File: src/rtl/game_flow_manager_pkg.sv
// Shared phase encoding for the game-flow controller and the screen muxer.
// Latency: n/a (types and helpers only).
// Backpressure: n/a.
package game_flow_pkg;

    typedef enum logic [2:0] {
        SCR_IDLE    = 3'd0,
        SCR_PLAY    = 3'd1,
        SCR_WIN     = 3'd2,
        SCR_DIED    = 3'd3,
        SCR_OVER    = 3'd4,
        SCR_VICTORY = 3'd5
    } screen_t;

    // Phases that show a timed interstitial screen.
    function automatic logic is_screen(screen_t s);
        return (s == SCR_WIN) || (s == SCR_DIED) || (s == SCR_OVER) || (s == SCR_VICTORY);
    endfunction

endpackage

File: src/rtl/game_flow_manager_if.sv
// Event inputs and status outputs between game logic, flow manager and screen muxer.
// Latency: n/a (wiring only).
// Backpressure: none; events are levels, status is continuously valid.
interface game_flow_manager_if
    import game_flow_pkg::*;
#(
    parameter int LVL_W   = 3,
    parameter int LIVES_W = 2,
    parameter int TIMER_W = 4
);
    logic               one_sec;
    logic               start;
    logic               skip;
    logic               bumpy_died;
    logic               level_comp;
    screen_t            screen_id;
    logic [LVL_W-1:0]   lvl;
    logic [LIVES_W-1:0] lives;
    logic               reset_fsm_N;
    logic               level_start;
    logic [TIMER_W-1:0] secs_left;

    // Game logic side: raises events, observes the phase.
    modport master (
        output one_sec, start, skip, bumpy_died, level_comp,
        input  screen_id, lvl, lives, reset_fsm_N, level_start, secs_left
    );

    // Flow manager side.
    modport slave (
        input  one_sec, start, skip, bumpy_died, level_comp,
        output screen_id, lvl, lives, reset_fsm_N, level_start, secs_left
    );
endinterface

File: src/rtl/game_flow_manager_screen_timer.sv
// Down-counter timing interstitial screens in one_sec ticks.
// Latency: count updates one cycle after load/clear/tick; done is combinational.
// Backpressure: none; load beats clear beats tick, and a tick on the load cycle is lost.
module screen_timer #(
    parameter int TIMER_W = 4
) (
    input  logic               clk,
    input  logic               reset,
    input  logic               load,
    input  logic [TIMER_W-1:0] load_val,
    input  logic               tick,
    input  logic               clear,
    output logic [TIMER_W-1:0] count,
    output logic               done
);
    logic [TIMER_W-1:0] count_q, count_d;

    // Next count: reload, clear, or decrement on a tick, saturating at zero.
    always_comb begin
        count_d = count_q;
        if (load) begin
            count_d = load_val;
        end else if (clear) begin
            count_d = '0;
        end else if (tick && (count_q != '0)) begin
            count_d = count_q - TIMER_W'(1);
        end
    end

    // Count register.
    always_ff @(posedge clk or posedge reset) begin
        if (reset) begin
            count_q <= '0;
        end else begin
            count_q <= count_d;
        end
    end

    assign count = count_q;
    assign done  = (count_q == '0) && !load;

endmodule

File: src/rtl/game_flow_manager.sv
// Game-flow controller: sequences idle/play/won/died/over/victory, tracks level and lives.
// Latency: outputs change one cycle after the qualifying event edge or timer expiry.
// Backpressure: none; event edges that arrive outside the state that uses them are dropped.
module game_flow_manager
    import game_flow_pkg::*;
#(
    parameter int NUM_LEVELS  = 4,
    parameter int LVL_W       = 3,
    parameter int START_LIVES = 3,
    parameter int LIVES_W     = 2,
    parameter int SCREEN_SEC  = 3,
    parameter int END_SEC     = 5,
    parameter int TIMER_W     = 4
) (
    input logic                clk,
    input logic                reset,
    game_flow_manager_if.slave bus
);
    localparam logic [LVL_W-1:0]   LVL_LAST   = LVL_W'(NUM_LEVELS - 1);
    localparam logic [LIVES_W-1:0] LIVES_INIT = LIVES_W'(START_LIVES);
    localparam logic [TIMER_W-1:0] T_SCREEN   = TIMER_W'(SCREEN_SEC);
    localparam logic [TIMER_W-1:0] T_END      = TIMER_W'(END_SEC);

    screen_t            state_q, state_d;
    logic [LVL_W-1:0]   lvl_q, lvl_d;
    logic [LIVES_W-1:0] lives_q, lives_d;
    logic [3:0]         ev_prev_q, ev_prev_d;
    logic               level_start_q, level_start_d;
    logic               reset_fsm_n_q, reset_fsm_n_d;

    logic [3:0]         ev_now, ev_rise;
    logic               start_rise, skip_rise, died_rise, comp_rise;
    logic               tmr_load, tmr_clear, tmr_done;
    logic [TIMER_W-1:0] tmr_val, tmr_count;

    // Rising-edge detection against last cycle's levels.
    always_comb begin
        ev_now     = {bus.start, bus.skip, bus.bumpy_died, bus.level_comp};
        ev_prev_d  = ev_now;
        ev_rise    = ev_now & ~ev_prev_q;
        start_rise = ev_rise[3];
        skip_rise  = ev_rise[2];
        died_rise  = ev_rise[1];
        comp_rise  = ev_rise[0];
    end

    screen_timer #(.TIMER_W(TIMER_W)) u_timer (
        .clk      (clk),
        .reset    (reset),
        .load     (tmr_load),
        .load_val (tmr_val),
        .tick     (bus.one_sec),
        .clear    (tmr_clear),
        .count    (tmr_count),
        .done     (tmr_done)
    );

    // Phase transitions, level/lives updates and timer control.
    always_comb begin
        state_d   = state_q;
        lvl_d     = lvl_q;
        lives_d   = lives_q;
        tmr_load  = 1'b0;
        tmr_val   = '0;
        tmr_clear = 1'b0;
        case (state_q)
            SCR_IDLE: begin
                if (start_rise) begin
                    state_d = SCR_PLAY;
                    lvl_d   = '0;
                    lives_d = LIVES_INIT;
                end
            end
            SCR_PLAY: begin
                // Level completion takes precedence over a simultaneous death.
                if (comp_rise) begin
                    tmr_load = 1'b1;
                    if (lvl_q == LVL_LAST) begin
                        state_d = SCR_VICTORY;
                        tmr_val = T_END;
                    end else begin
                        state_d = SCR_WIN;
                        lvl_d   = lvl_q + LVL_W'(1);
                        tmr_val = T_SCREEN;
                    end
                end else if (died_rise) begin
                    tmr_load = 1'b1;
                    lives_d  = lives_q - LIVES_W'(1);
                    if (lives_q == LIVES_W'(1)) begin
                        state_d = SCR_OVER;
                        tmr_val = T_END;
                    end else begin
                        state_d = SCR_DIED;
                        tmr_val = T_SCREEN;
                    end
                end
            end
            SCR_WIN, SCR_DIED: begin
                if (skip_rise) begin
                    state_d   = SCR_PLAY;
                    tmr_clear = 1'b1;
                end else if (tmr_done) begin
                    state_d = SCR_PLAY;
                end
            end
            SCR_OVER, SCR_VICTORY: begin
                if (skip_rise) begin
                    state_d   = SCR_IDLE;
                    tmr_clear = 1'b1;
                end else if (tmr_done) begin
                    state_d = SCR_IDLE;
                end
            end
            default: begin
                state_d   = SCR_IDLE;
                tmr_clear = 1'b1;
            end
        endcase
    end

    // Registered decodes so gameplay sees clean, glitch-free controls.
    always_comb begin
        level_start_d = (state_d == SCR_PLAY) && (state_q != SCR_PLAY);
        reset_fsm_n_d = (state_d == SCR_PLAY);
    end

    // State, counters, edge history and decoded outputs.
    always_ff @(posedge clk or posedge reset) begin
        if (reset) begin
            state_q       <= SCR_IDLE;
            lvl_q         <= '0;
            lives_q       <= LIVES_INIT;
            ev_prev_q     <= '0;
            level_start_q <= 1'b0;
            reset_fsm_n_q <= 1'b0;
        end else begin
            state_q       <= state_d;
            lvl_q         <= lvl_d;
            lives_q       <= lives_d;
            ev_prev_q     <= ev_prev_d;
            level_start_q <= level_start_d;
            reset_fsm_n_q <= reset_fsm_n_d;
        end
    end

    assign bus.screen_id   = state_q;
    assign bus.lvl         = lvl_q;
    assign bus.lives       = lives_q;
    assign bus.reset_fsm_N = reset_fsm_n_q;
    assign bus.level_start = level_start_q;
    assign bus.secs_left   = is_screen(state_q) ? tmr_count : '0;

endmodule

File: src/flat_wrapper.sv
// flat-port wrapper written by rule: the top's interface ports become plain ports
module game_flow_manager_flat import game_flow_pkg::*;
#(
    parameter int NUM_LEVELS  = 4,
    parameter int LVL_W       = 3,
    parameter int START_LIVES = 3,
    parameter int LIVES_W     = 2,
    parameter int SCREEN_SEC  = 3,
    parameter int END_SEC     = 5,
    parameter int TIMER_W     = 4
)
  (clk, reset, bus_one_sec, bus_start, bus_skip, bus_bumpy_died, bus_level_comp, bus_screen_id, bus_lvl, bus_lives, bus_reset_fsm_N, bus_level_start, bus_secs_left);
  game_flow_manager_if #(.LVL_W(LVL_W), .LIVES_W(LIVES_W), .TIMER_W(TIMER_W)) bus_i ();
  input logic clk;
  input logic reset;
  input wire logic [$bits(bus_i.one_sec)-1:0] bus_one_sec;
  input wire logic [$bits(bus_i.start)-1:0] bus_start;
  input wire logic [$bits(bus_i.skip)-1:0] bus_skip;
  input wire logic [$bits(bus_i.bumpy_died)-1:0] bus_bumpy_died;
  input wire logic [$bits(bus_i.level_comp)-1:0] bus_level_comp;
  output wire logic [$bits(bus_i.screen_id)-1:0] bus_screen_id;
  output wire logic [$bits(bus_i.lvl)-1:0] bus_lvl;
  output wire logic [$bits(bus_i.lives)-1:0] bus_lives;
  output wire logic [$bits(bus_i.reset_fsm_N)-1:0] bus_reset_fsm_N;
  output wire logic [$bits(bus_i.level_start)-1:0] bus_level_start;
  output wire logic [$bits(bus_i.secs_left)-1:0] bus_secs_left;
  assign bus_i.one_sec = bus_one_sec;
  assign bus_i.start = bus_start;
  assign bus_i.skip = bus_skip;
  assign bus_i.bumpy_died = bus_bumpy_died;
  assign bus_i.level_comp = bus_level_comp;
  assign bus_screen_id = bus_i.screen_id;
  assign bus_lvl = bus_i.lvl;
  assign bus_lives = bus_i.lives;
  assign bus_reset_fsm_N = bus_i.reset_fsm_N;
  assign bus_level_start = bus_i.level_start;
  assign bus_secs_left = bus_i.secs_left;
  game_flow_manager #(.NUM_LEVELS(NUM_LEVELS), .LVL_W(LVL_W), .START_LIVES(START_LIVES), .LIVES_W(LIVES_W), .SCREEN_SEC(SCREEN_SEC), .END_SEC(END_SEC), .TIMER_W(TIMER_W)) u_core (.clk(clk), .reset(reset), .bus(bus_i));
endmodule
File: config.mk
export PLATFORM = sky130hd
export DESIGN_NAME = game_flow_manager_flat
export DESIGN_NICKNAME = d
export VERILOG_FILES = /design/src/rtl/game_flow_manager_pkg.sv /design/src/rtl/game_flow_manager_if.sv /design/src/rtl/game_flow_manager_screen_timer.sv /design/src/rtl/game_flow_manager.sv /design/src/flat_wrapper.sv
export SDC_FILE = /design/constraint.sdc
export NUM_CORES = 1
export LEC_CHECK = 0
export CORE_MARGIN = 4
export CORE_UTILIZATION = 37
export DETAILED_ROUTE_END_ITERATION = 16
export GPL_TIMING_DRIVEN = 0
export PLACE_DENSITY = 0.59
export SYNTH_ARGS = -nofsm -noshare
export SYNTH_HDL_FRONTEND = slang
export SYNTH_SLANG_ARGS = --single-unit
File: constraint.sdc
create_clock -name clk -period 2.1 [get_ports clk]
set_clock_uncertainty 0.05 [all_clocks]
set_input_delay 0.315 -clock clk [delete_from_list [all_inputs] [get_ports clk]]
set_output_delay 0.315 -clock clk [all_outputs]
set_load 0.01 [all_outputs]
* Word level (Yosys, flattened, before mapping)
Cells that the tools add are included.
Operators by class: shift operators 0, $lt $le $gt $ge 0, reductions and logical operators 18, divide/modulo/power cells 0, muxes and demuxes 32, equality and inequality tests 14, $add $sub $neg 3, bitwise operators 2, $mul 0
Operator list (number):
- 3-bit two-way mux | 14
- 4-bit two-way mux | 7
- 3-bit one-hot mux with 4 select lines | 1
- 3-bit by 2-bit equality test with 1-bit output (second input constant) | 3
- 4-bit AND reduction | 2
- 3-bit by 1-bit equality test with 1-bit output (second input constant) | 2
- 3-bit equality test (second input constant) | 2
- 2-bit two-way mux | 3
- 2-bit by 1-bit inequality test with 1-bit output (second input constant) | 3
- 3-bit one-hot mux with 2 select lines | 1
- 2-bit OR reduction | 3
- 4-bit AND | 1
- 4-bit logical NOT | 1
- 1-bit two-way mux | 4
- 2-bit inequality test (second input constant) | 2
- 4-bit inverter | 1
- 2-bit one-hot mux with 2 select lines | 1
- 4-bit nonzero test | 1
- 4-bit OR reduction | 1
- 4-bit by 1-bit subtractor with 4-bit output (second input constant) | 1
- 3-bit by 1-bit adder with 3-bit output (second input constant) | 1
- 1-bit logical AND | 3
- 3-bit logical NOT | 1
- 1-bit logical OR | 3
- other kinds (7) | 7
Storage, ports and cells: register bits after elaboration 18, memories 0, RAM bits 0, output and inout port bits 14, bits in read-only memories 0, logic and storage cells 76, input bits 7, latch bits 0

* Longest topological paths before layout
word-level depth 12, mapped depth 7, gate-level depth less buffers 7

* Modules after synthesis
A second synthesis with hierarchy kept.
Unflattened totals: cells, all modules 106, area, all modules 1044.8 µm²
By module, submodules not included:
- game_flow_manager | instances 1, seq. area each 352.8 µm², cells each 78, area each 785.8 µm²
- screen_timer | instances 1, seq. area each 100.1 µm², cells each 28, area each 259.0 µm²

* Worst setup path after synthesis
No wires, ideal clock.
path kind register -> register, start point register u_core.state_q[1] (netlist: u_core.bus.screen_id[1]), end point register u_core.reset_fsm_n_q (netlist: u_core.bus.reset_fsm_N), required time 1.949 ns, stages on the path, launching flop included 7, library setup time 0.101 ns, path buffers 1, data arrival time 1.655 ns, clock period less this slack 1.806 ns, path slack 0.294 ns, path through dfrtp_1 > or3b_1 > buf_6 > a21oi_4 > mux2i_1 > o2111a_1 > nor4_1
On the way: longest elaborated chain between the ends 8, elaborated cells on any way between the ends 20, those cells by class 6 x eq/ne; 9 x mux; 5 x reduce/logical
RTL lines:
- start, declared | RTL line game_flow_manager.sv:24 | screen_t state_q, state_d;
- start signal, assigned | RTL line game_flow_manager.sv:137 | state_q <= state_d;
- 3-bit by 1-bit equality test with 1-bit output | RTL line game_flow_manager.sv:66 | case (state_q)
- 1-bit two-way mux | RTL line game_flow_manager.sv:66
- 1-bit logical NOT | RTL line game_flow_manager_screen_timer.sv:40 | assign done = (count_q == '0) && !load;
- 1-bit logical AND | RTL line game_flow_manager_screen_timer.sv:40
- 3-bit two-way mux, on equally long branches | RTL line game_flow_manager.sv:110, game_flow_manager.sv:102
- 3-bit two-way mux, on equally long branches | RTL line game_flow_manager.sv:107, game_flow_manager.sv:99
- 3-bit one-hot mux with 4 select lines * | RTL line game_flow_manager.sv:66
- 3-bit by 1-bit equality test with 1-bit output * | RTL line game_flow_manager.sv:124 | reset_fsm_n_d = (state_d == SCR_PLAY);
- named net u_core.reset_fsm_n_d | RTL line game_flow_manager.sv:29 | logic reset_fsm_n_q, reset_fsm_n_d;
- end signal, assigned | RTL line game_flow_manager.sv:142 | reset_fsm_n_q <= reset_fsm_n_d;
- end, declared | RTL line game_flow_manager.sv:29
The timed path passes the listed nets; every way through them passes the cells marked *. A chain may end at the register's enable or synchronous reset.

* Worst setup path in the final report
start point register u_core.state_q[1] (netlist: u_core.bus.screen_id[1]), end point register u_core.level_start_q (netlist: u_core.bus.level_start)
On the way: longest elaborated chain between the ends 9, elaborated cells on any way between the ends 22, those cells by class 7 x eq/ne; 9 x mux; 6 x reduce/logical
RTL lines:
- 3-bit by 1-bit equality test with 1-bit output | RTL line game_flow_manager.sv:66
- 1-bit two-way mux | RTL line game_flow_manager.sv:66
- 1-bit logical NOT | RTL line game_flow_manager_screen_timer.sv:40
- 1-bit logical AND | RTL line game_flow_manager_screen_timer.sv:40
- 3-bit two-way mux, on equally long branches | RTL line game_flow_manager.sv:110, game_flow_manager.sv:102
- 3-bit two-way mux, on equally long branches | RTL line game_flow_manager.sv:107, game_flow_manager.sv:99
- 3-bit one-hot mux with 4 select lines | RTL line game_flow_manager.sv:66
- 3-bit by 1-bit equality test with 1-bit output | RTL line game_flow_manager.sv:123 | level_start_d = (state_d == SCR_PLAY) && (state_q != SCR_PLAY);
- 1-bit logical AND * | RTL line game_flow_manager.sv:123
- named net u_core.level_start_d | RTL line game_flow_manager.sv:28 | logic level_start_q, level_start_d;
- end signal, assigned | RTL line game_flow_manager.sv:141 | level_start_q <= level_start_d;
- end, declared | RTL line game_flow_manager.sv:28
Marked as above.

==> metrics.md <==
| Metric | Value |
|---|---|
| Status | finished, final reports clean |
| Post-Syn Instances | 108 |
| Register-to-Register Setup Slack | 0.11 ns |
| GP Congestion | 0.838 |
| I/O Pins | 21 |
| Register area share after synthesis | 44.3% |
| Sw Ratio | 37.6% |
| Die Y | 60.6 µm |
| Final ANT Viol Nets | 0 |
| Startpoint Class | flop |
| Yosys reg bits | 18 |
| Post-synthesis compound-gate area fraction | 13.9% |
| Synth area leaders | dfrtp_1 (39%), ha_1 (9.8%), dfstp_2 (5.1%) |
| Pre-CTS setup slack | -0.0628 ns |
| Core area | 2570 µm² |
| Worst Path Arrival | 2.14 ns |
| DIE AREA | 3670 µm² |
| CTS clk-pin slew, worst paths | 0.10 ns |
| R2R depth | 7 |
| Detailed Place HPWL | 1640 µm |
| Switching power | 609 µW |
| Antenna diode instance count | 0 |
| Clk_lat worst skew | 0.29 ns |
| Placed Cells | 158 |
| Clock Sinks | 18 |
| Internal Power | 1010 µW |
| CTS tree | done |
| Layout Cells excl Fill | 164 |
| Synthesis-to-layout area growth | 32.0% |
| Drt total wl | 2140 µm |
| Post-Synth Simple-Gate Area | 24.7% |
| Crit share post-route | 94.8% |
| Largest net degree at the start of global routing | 19 |
| Flop pwr share | 34.1% |
| Worst vdd ir | 0.000577 V |
| Multiplexer share of the synthesized area | 1.96% |
| First-pass GRT wire length | 3530 µm |
| Initial DRC Count | 12 |
| Combinational fraction of design power | 52.9% |
| Syn Area/Cell | 9.48 µm² |
| Die width | 60.6 µm |
| Worst hold path class | primary input to async pin |
| Main combinational cell family by area after synthesis | simple AND/OR/NAND/NOR gates |
| Placed Area | 1260 µm² |
| Unrepaired setup endpoints after global routing | no |
| Syn Std Cell Area | 1020 µm² |
| Initial antenna violation count | 0 |
| Min cycle time layout | 1.99 ns |
| CP max FO | 7 |
| Leakage | 0.000652 µW |
| Syn Nets | 123 |
| Number of global-route vias before repair | 790 |
| Synth Area in Adders | 9.78% |
| Most frequent cells in the layout | clkdlybuf4s50_1 (16), dfrtp_1 (14), nor2_1 (10) |
| WP data required | 2.25 ns |
| Synth cell types | 28 |
| Worst r2r dst | u_core.bus.level_start$_DFF_PP0_ |
| Setup violators final | 0 |
| Share of layout cells above drive strength 1 | 13.4% |
| Vias per cell | 5.10 |
| Clk root buf | clkbuf_4 |
| Initial Utilization | 39.9% |
| Post-synth top area cell | dfrtp_1 |
| Max-cap violations | 0 |
| Max Slew Vio Count | 0 |
| Least-Margin Pin Slew | 0.698 ns |
| Max-slew headroom | 53.4% |
| Cts bufs inserted | 3 |
| Nets@finish | 150 |
| Pre-antenna DRT Iters | 4 |
| Worst setup margin | 0.110 ns |
| Global route total overflow | 0 |
| R2r startpoint | u_core.bus.screen_id[1]$_DFF_PP0_ |
| Port buffer count | 20 |
| Max H-tree Level | 1 |
| DR WL/cell | 13.1 µm |
| Worst setup EP type | flop |
| Finished Cell Area | 1350 µm² |
| Maximum buffer depth of the clock tree | 2 |
| Core Rows | 18 |
| Warnings from Yosys | 0 |
| DR vias | 837 |
| FMAX | 0.502 GHz |
| Critical setup path kind | flop to flop |
| Top cell type's share of synthesized area | 39.1% |
| All-Layer GR Usage | 13.1% |
| Cell Pwr Density | 1200 nW/µm² |
| Post-synthesis xor/xnor area fraction | 1.71% |
| Clock power frac | 13.0% |
| Post-route DRC violation count | 0 |
| Commonest non-fill, non-tap cell in the layout | clkdlybuf4s50_1 |
| Count of final hold-check violations | 0 |
power by group through the flow:
stage | clock (µW) | sequential, µW | combinational (µW)
floorplan | 0 | 584 | 501
finish | 211 | 552 | 858
global placement | 0 | 568 | 795
CTS | 224 | 554 | 860
detailed placement | 0 | 572 | 813
global route | 241 | 570 | 965
registers in the layout (all words and copies together), names as in the netlist:
register / flops
u_core.ev_prev_q: 4
u_core.u_timer.count: 4
u_core.bus.lvl: 3
u_core.bus.screen_id: 3
u_core.bus.lives: 2
u_core.bus.level_start: 1
u_core.bus.reset_fsm_N: 1
cells by family (layout without fill, tap and decap cells):
kind of cell	Yosys count	after routing
xor gates and xnor gates	2	2
AOI/OAI and AO/OA	22	22
DFF	18	18
buffers and inverters	8	34
muxes	2	2
and+or+nand+nor	48	48
adders and majority gates	8	8
area by class of cell:
| cell class | instances | area (µm²) |
|---|---|---|
| multi-input cells | 82 | 559 |
| well taps | 30 | 37.5 |
| plain buffers | 1 | 11.3 |
| flip-flops and latches | 18 | 455 |
| fillers | 267 | 1220 |
| repair buffers | 22 | 225 |
| clock buffers | 4 | 36.3 |
| inverters | 7 | 26.3 |
cells in the mapped netlist:
library cell,count
xnor2_1,2
nor3_1,4
nand2b_1,3
o41ai_1,1
o21ai_0,6
or2_2,3
nor2b_1,3
mux2i_1,2
dfstp_2,2
o31ai_1,1
nand2_1,9
nor2_1,10
o21bai_1,1
inv_1,7
o2111a_1,1
nand3b_1,1
or3b_1,2
a21oi_1,9
a21oi_4,1
nand3_1,3
o22a_1,1
and2_1,5
a21o_1,1
nor4_1,3
dfrtp_1,16
ha_1,8
nor3b_1,2
buf_6,1
through the flow:
step | setup TNS (ns) | util [%] | hold WS (ns) | power, µW
3_3_place_gp | -0.139 | 49.1 | 0.454 | 1360
3_5_place_dp | -0.121 | 49.1 | 0.448 | 1380
4_1_cts | 0 | 51.7 | 0.390 | 1640
6_report | 0 | 52.6 | 0.369 | 1620
2_1_floorplan | 0 | - | 0.202 | 1090
5_1_grt | 0 | 52.6 | 0.428 | 1780
critical path, stage by stage, from the launching register on:
cell	delay [ns]
dfrtp_2	0.41
buf_4	0.16
or3b_1	0.39
buf_6	0.15
a21oi_4	0.16
mux2i_1	0.09
o2111a_1	0.29
nor4_1	0.18
how the worst max path moves through the flow:
stage	startpoint	endpoint	slack, ns	cells past startpoint
CTS	u_core.bus.screen_id[2]$_DFF_PP0_	bus_secs_left[2]	0.04	4
detailed placement	bus_level_comp	u_core.bus.lvl[0]$_DFFE_PP0P_	-0.06	6
finish	u_core.bus.screen_id[1]$_DFF_PP0_	u_core.bus.level_start$_DFF_PP0_	0.11	7
global route	u_core.bus.screen_id[1]$_DFF_PP0_	u_core.bus.level_start$_DFF_PP0_	0.04	7
floorplan	u_core.bus.screen_id[1]$_DFF_PP0_	u_core.bus.reset_fsm_N$_DFF_PP0_	0.29	6
global placement	bus_level_comp	u_core.bus.lvl[0]$_DFFE_PP0P_	-0.07	6
per-layer routing:
metal | vias up | wire (µm) | track usage (%) | share of wire, %
met5 | - | 0 | 0 | 0
met4 | 0 | 44 | 5.57 | 2.1
met3 | 5 | 85 | 2.13 | 4.0
met2 | 14 | 1010 | 21.5 | 47
met1 | 393 | 1000 | 17.0 | 47
li1 | 425 | - | - | -
timing repair:
| action | 4_1_cts | 5_1_grt |
|---|---|---|
| hold buffers | 0 | 0 |
| resized for setup | 3 | 6 |
| endpoints found under the setup margin | 4 | 7 |
| buffers inserted | 2 | 0 |
| pin swaps | 0 | 2 |
Power figures use the tool's default switching activity.
